===== src/rtl/mux4_rr_arbiter.sv =====
`default_nettype none
// ============================================================================
//  Module   : mux4_rr_arbiter
//  Purpose  : Round-robin arbiter owning the select of a shared 4:1 mux.
//             Issues a registered one-hot grant and mux select, presents the
//             granted requester's data and bounds how long any owner can hold
//             the datapath while others are waiting.
//  Revision : 1.0  initial release
// ============================================================================
module mux4_rr_arbiter #(
  parameter int WIDTH    = 1,
  parameter int MAX_HOLD = 8
) (
  input  logic             clk,
  input  logic             rst_n,
  input  logic [3:0]       req,
  input  logic [WIDTH-1:0] in0,
  input  logic [WIDTH-1:0] in1,
  input  logic [WIDTH-1:0] in2,
  input  logic [WIDTH-1:0] in3,
  output logic [3:0]       gnt,
  output logic             sel1,
  output logic             sel0,
  output logic [WIDTH-1:0] out,
  output logic             out_valid
);

  typedef enum logic [0:0] {
    ST_IDLE  = 1'b0,
    ST_GRANT = 1'b1
  } state_t;

  localparam logic [7:0] HOLD_LIMIT = 8'(MAX_HOLD);

  state_t     state_q, state_d;
  logic [3:0] gnt_q,   gnt_d;
  logic [1:0] sel_q,   sel_d;
  logic [1:0] ptr_q,   ptr_d;
  logic [7:0] hold_q,  hold_d;

  logic [3:0] others;
  logic [1:0] pick_all;
  logic [1:0] pick_oth;
  logic       take;
  logic [1:0] win;
  logic [WIDTH-1:0] mux_data;

  // First set bit of mask searching base+1, base+2, base+3, then base itself.
  // Iterating from the farthest offset down lets the nearest match win.
  function automatic logic [1:0] rr_pick(input logic [3:0] mask, input logic [1:0] base);
    logic [1:0] idx;
    rr_pick = base;
    for (int k = 3; k >= 1; k--) begin
      idx = base + 2'(k);
      if (mask[idx]) rr_pick = idx;
    end
  endfunction

  // Candidates other than the current owner; the owner is the set grant bit.
  assign others   = req & ~gnt_q;
  assign pick_all = rr_pick(req, ptr_q);
  assign pick_oth = rr_pick(others, sel_q);

  // Next-state, grant, pointer and hold-counter decisions.
  always_comb begin
    state_d = state_q;
    gnt_d   = gnt_q;
    sel_d   = sel_q;
    ptr_d   = ptr_q;
    hold_d  = hold_q;
    take    = 1'b0;
    win     = ptr_q;

    unique case (state_q)
      ST_IDLE: begin
        gnt_d = 4'b0000;
        if (|req) begin
          take = 1'b1;
          win  = pick_all;
        end
      end
      ST_GRANT: begin
        if (!req[sel_q]) begin
          // Owner released: hand over directly, or go idle if nobody waits.
          if (|others) begin
            take = 1'b1;
            win  = pick_oth;
          end else begin
            state_d = ST_IDLE;
            gnt_d   = 4'b0000;
            hold_d  = 8'd0;
          end
        end else if (hold_q >= HOLD_LIMIT) begin
          // Hold budget spent: pre-empt if someone else waits, else restart it.
          if (|others) begin
            take = 1'b1;
            win  = pick_oth;
          end else begin
            hold_d = 8'd1;
          end
        end else begin
          hold_d = hold_q + 8'd1;
        end
      end
      default: begin
        state_d = ST_IDLE;
        gnt_d   = 4'b0000;
      end
    endcase

    if (take) begin
      state_d = ST_GRANT;
      gnt_d   = 4'b0001 << win;
      sel_d   = win;
      ptr_d   = win;
      hold_d  = 8'd1;
    end
  end

  // State register; pointer resets to 3 so requester 0 is searched first.
  always_ff @(posedge clk or negedge rst_n) begin
    if (!rst_n) begin
      state_q <= ST_IDLE;
      gnt_q   <= 4'b0000;
      sel_q   <= 2'b00;
      ptr_q   <= 2'b11;
      hold_q  <= 8'd0;
    end else begin
      state_q <= state_d;
      gnt_q   <= gnt_d;
      sel_q   <= sel_d;
      ptr_q   <= ptr_d;
      hold_q  <= hold_d;
    end
  end

  // Shared datapath mux, forced to zero when no grant is active.
  always_comb begin
    unique case (sel_q)
      2'd0:    mux_data = in0;
      2'd1:    mux_data = in1;
      2'd2:    mux_data = in2;
      default: mux_data = in3;
    endcase
    out = out_valid ? mux_data : {WIDTH{1'b0}};
  end

  assign gnt       = gnt_q;
  assign sel1      = sel_q[1];
  assign sel0      = sel_q[0];
  assign out_valid = |gnt_q;

endmodule
`default_nettype wire


===== config.mk =====
export PLATFORM = sky130hd
export DESIGN_NAME = mux4_rr_arbiter
export DESIGN_NICKNAME = d
export VERILOG_FILES = /design/src/rtl/mux4_rr_arbiter.sv
export SDC_FILE = /design/constraint.sdc
export NUM_CORES = 1
export LEC_CHECK = 0
export ABC_CLOCK_PERIOD_IN_PS = 4900
export CAP_MARGIN = 20
export CORE_MARGIN = 4
export CORE_UTILIZATION = 56
export DETAILED_ROUTE_END_ITERATION = 10
export PLACE_DENSITY = 0.83
export SLEW_MARGIN = 5
export SYNTH_ARGS = -nofsm -noshare
export SYNTH_HDL_FRONTEND = slang
export SYNTH_SLANG_ARGS = --single-unit
export TNS_END_PERCENT = 20

===== constraint.sdc =====
create_clock -name clk -period 4.9 [get_ports clk]
set_input_delay 0.98 -clock clk [delete_from_list [all_inputs] [get_ports clk]]
set_output_delay 0.98 -clock clk [all_outputs]
set_load 0.005 [all_outputs]

# ---- Word-level counts from Yosys, hierarchy flattened
# Cells that the tools add are included.
dict set report totals {
  word_cells 82
  register_bits 17
  out_inout_bits 8
}
dict set report op_classes {
  bitwise_logic 3
  eq_ne 6
  magnitude_cmp 8
  muxes 45
  shift 1
  add_sub_neg 7
  reduce_logical 7
}
# operator n
set op_table {}
lappend op_table {{8-bit two-way mux} 6}
lappend op_table {{2-bit by 3-bit < comparator with 1-bit output (second input constant)} 7}
lappend op_table {{2-bit two-way mux} 10}
lappend op_table {{1-bit two-way mux} 15}
lappend op_table {{1-bit binary-select mux with 2-bit select} 7}
lappend op_table {{4-bit two-way mux} 3}
lappend op_table {{3-bit inequality test (second input constant)} 4}
lappend op_table {{4-bit OR reduction} 3}
lappend op_table {{2-bit adder (second input constant)} 4}
lappend op_table {{8-bit by 1-bit adder with 8-bit output (second input constant)} 1}
lappend op_table {{8-bit by 4-bit greater-or-equal comparator with 1-bit output (second input constant)} 1}
lappend op_table {{4-bit case mux with 2 select lines} 1}
lappend op_table {{2-bit by 1-bit adder with 2-bit output (second input constant)} 2}
lappend op_table {{4-bit bitwise AND} 1}
lappend op_table {{4-bit inverter} 1}
lappend op_table {{2-bit case mux with 2 select lines} 1}
lappend op_table {{1-bit by 2-bit << shifter with 4-bit output (first input constant)} 1}
lappend op_table {{1-bit case mux with 3 select lines} 1}
lappend op_table {{3-bit AND reduction} 1}
lappend op_table {{2-bit by 1-bit == test with 1-bit output (second input constant)} 1}
lappend op_table {{2-bit == test (second input constant)} 1}
lappend op_table {{2-bit logical NOT} 1}
lappend op_table {{1-bit case mux with 2 select lines} 1}
lappend op_table {{2-bit AND reduction} 1}
lappend op_table {{2 further kinds} 2}

# ---- Logic depth before layout (Yosys ltp)
dict set report depth {
  word_depth 13
  ltp_mapped 10
  ltp_nobuf 9
}

# ---- Worst setup path after synthesis
# Ideal clock, no wire load.
dict set report synth_path {
  path_type {input -> register}
  start {input req[3]}
  end {register gnt_q[2] (netlist: gnt[2])}
  setup_slack_ps 2213
  cell_stages 6
  setup_ps 121
  arrival_time_ps 2566
  path_cell_list {mux4_2 and3b_4 or2_4 o41ai_4 nor2_2 a22o_1}
}
dict set report synth_via {
  elab_chain_len 12
  elab_cells_between_ends 38
}
# element line_no
set synth_rtl {}
lappend synth_rtl {{start, declared} 16} ;# input logic [3:0] req,
lappend synth_rtl {{4-bit bitwise AND} 60} ;# assign others = req & ~gnt_q;
lappend synth_rtl {{1-bit binary-select mux with 2-bit select} 55} ;# if (mask[idx]) rr_pick = idx;
lappend synth_rtl {{1-bit two-way mux (implied by the code)} 55}
lappend synth_rtl {{2-bit two-way mux (3 in a row)} 55}
lappend synth_rtl {{2-bit two-way mux} {85, 95}}
lappend synth_rtl {{2-bit two-way mux} 93} ;# end else if (hold_q >= HOLD_LIMIT) begin
lappend synth_rtl {{2-bit two-way mux} 83} ;# if (!req[sel_q]) begin
lappend synth_rtl {{2-bit case mux with 2 select lines} 74} ;# unique case (state_q)
lappend synth_rtl {{1-bit by 2-bit << shifter with 4-bit output} 113} ;# gnt_d = 4'b0001 << win;
lappend synth_rtl {{4-bit two-way mux} 111} ;# if (take) begin
lappend synth_rtl {{end signal, assigned} 130} ;# gnt_q <= gnt_d;
lappend synth_rtl {{end, declared} 36} ;# logic [3:0] gnt_q, gnt_d;
# Parallel ways exist; a longest one is shown, timed or not. The select of a mux whose other input is x is not followed.
# A chain may end at the register's enable or synchronous reset.

# ---- Final worst setup path
dict set report layout_path {
  start {input in2}
  end {output out}
}
dict set report layout_via {
  elab_chain_len 2
}
# element line_no
set layout_rtl {}
lappend layout_rtl {{start, declared} 19} ;# input logic [WIDTH-1:0] in2,
lappend layout_rtl {{1-bit case mux with 3 select lines} 139} ;# unique case (sel_q)
lappend layout_rtl {{1-bit two-way mux} 145} ;# out = out_valid ? mux_data : {WIDTH{1'b0}};
lappend layout_rtl {{end, declared} 24} ;# output logic [WIDTH-1:0] out,
# Every way passes these cells.

==> metrics.txt <==
status completed; placed wire-length estimate 1.97 mm; CTS buffer count 3; cell mode on critical path clkdlybuf4s50_1; Slew @ Worst Pin 712 ps; H-tree levels 1; all-layer global routing usage 0.224; Initial Util 0.590; antenna violations before repair 0; Root Driver clkbuf_4; final instance area 0.00137 mm2; Distinct cells, synth 45; Synth top area share 0.328; Fmax 0.294 GHz; Nets 157; # Post-CTS Setup Buffers 0; HP Start hold_q[2]; hold buffers post-CTS 0; gate count after technology mapping 120; Final ANT Viol Nets 0; leak pwr 0.000610 uW; Mapped Nets 136; reg2reg path depth 8; Synth area leader dfrtp_1; fin. max-slew vios 0; Finished Core Util 0.706; vias in the first global route 985; asr flop ratio synth 1.00; dominant cells by area after synthesis dfrtp_1, ha_1, nand2b_1; total wire length 2.59 mm; Routed WL per cell 15.5 um; cell chain of the critical path clkdlybuf4s50_1, a222oi_1, o21ai_0, and2_1, clkdlybuf4s50_1; synthesized area per cell 9.54 um2; Hold WC Path Type reg2reg; DR pass1 iterations 4; largest net degree at the start of global routing 18; CP endpoint kind output pin; Post-synth EDFFs 0; Seq cells post-synth 17; Required @ worst endpoint 3920 ps; share of layout cells above drive strength 1 0.114; die extent in x 53.2 um; Post-Route Skew 0.939 ps; Top FF cell, synth dfrtp_1; Setup crit start kind primary input; Final Hold Viols 0; slack of the critical path 1490 ps; hold depth 1; PD cells 589 mW/mm2; cell area after synthesis 0.00114 mm2; CP Class in2out; total grt overflow 0; Clock Sinks 17; CP max stage delay 440 ps; dpl cell area 0.00134 mm2; final setup TNS 0 ps; Die ar. 0.00283 mm2; clk slew on worst S/H paths 90 ps; CTS max path bufs 2; # IOs 18; MaxCap Viol Count 0; Critical path origin in2; first-pass GRT wire length 4.53 mm; routed vias/inst 6.01; Die Y-Extent 53.2 um; Worst VDD drop 0.399 mV; post-cts resize count 0; area grow syn2layout 19.8%; routed via count 1004; RSZ-0062 raised after global routing no; r2r startpoint sel_q[0]; Iteration-0 DRC Markers 25; final period utilization 0.695; Ys Warns 0; Clk Latency, worst-skew pair 290 ps; std cell rows 16; pre-CTS WS 1490 ps; critical path peak fanout 1; Layout fillers 165; Setup-failing EPs final 0; Slew Limit Headroom 0.524; CTS tree yes; crit path DAT 2430 ps; drc violations 0; Final Total Pwr 808 uW; Worst path slowest cell clkdlybuf4s50_1; Port Buffers 17; sequential share of the synthesized area 0.374; Final GP Congestion 0.831; min Tclk post-route 3410 ps; Inserted Diodes 0; Core Box Area 0.00194 mm2
==> cell usage after synthesis, types with 2 or more instances <==
cell type,number
nor4_1,3
and2_1,2
o211ai_1,2
inv_1,7
or2_2,2
nand2b_1,11
nor2b_1,2
nor2_1,9
dfstp_2,2
a22o_1,3
mux4_2,2
nand2_1,8
o31ai_1,3
dfrtp_1,15
a31oi_1,4
a21oi_1,4
ha_1,6
o21ai_0,7
nand3_1,2
==> worst max-delay path, delay by kind of cell <==
kind | cells | cell delay [ps]
buffers and inverters | 2 | 840
AO/OA/AOI/OAI | 2 | 440
AND/OR/NAND/NOR | 1 | 160
==> where the power goes <==
group          switching, uW  total [uW]  internal [uW]  leakage, uW
registers               70.8         263            192     0.000213
clock network           42.3        74.0           31.8    0.0000150
logic                    232         471            240     0.000381
==> through the flow <==
step                hold WS (ps)  std cells
global placement             470        162
global route                 548        167
finish                       485        167
floorplan                    443        120
detailed placement           475        162
CTS                          490        166
==> state kept, by name (all words and copies together) (netlist names) <==
signal	count
gnt	4
hold_q	8
ptr_q	2
sel_q	2
state_q	1
==> layout by cell type (no fill, tap or decap), drive strengths merged, types with 3 or more instances in the layout <==
master,n
a31oi,4
clkbuf,5
dfrtp,15
o31ai,3
a21oi,4
nand2b,11
ha,6
nor4,3
o21ai,7
a22o,3
nand2,8
nor2,10
or2,3
clkdlybuf4s50,17
inv,7
==> routing by layer <==
layer	up-vias	part of all wire	global-route usage	wire length [um]
met3	6	0.037	0.0479	96
met4	0	0.014	0.0809	36
met2	22	0.50	0.363	1290
met5	-	0	0	0
li1	490	-	-	-
met1	486	0.45	0.291	1170
==> kinds of logic after synthesis <==
logic type      after synthesis  share of synthesized area
fa+ha+maj                     6                     0.0656
simple gates                 50                      0.250
mux                           3                     0.0481
compound gates               35                      0.232
flops                        17                      0.374
buf+inv                       9                     0.0306
==> cell type report <==
class | instances | area, um2 | area share
inverter | 7 | 26.3 | 0.0192
tap | 27 | 33.8 | 0.0246
sequential | 17 | 428 | 0.312
timing repair buffer | 18 | 175 | 0.128
multi-input combinational | 94 | 682 | 0.497
clock buffer | 4 | 26.3 | 0.0192
==> final timing paths <==
path / slack [ps] / end
max: 1490 / out
min: 490 / hold_q[2]
max in group asynchronous: 3350 / gnt[0]
min in group asynchronous: 1100 / hold_q[7]
min reg2reg: 490 / hold_q[2]
max reg2reg: 1990 / gnt[2]
Note: power is estimated with default switching activity, not from simulation.
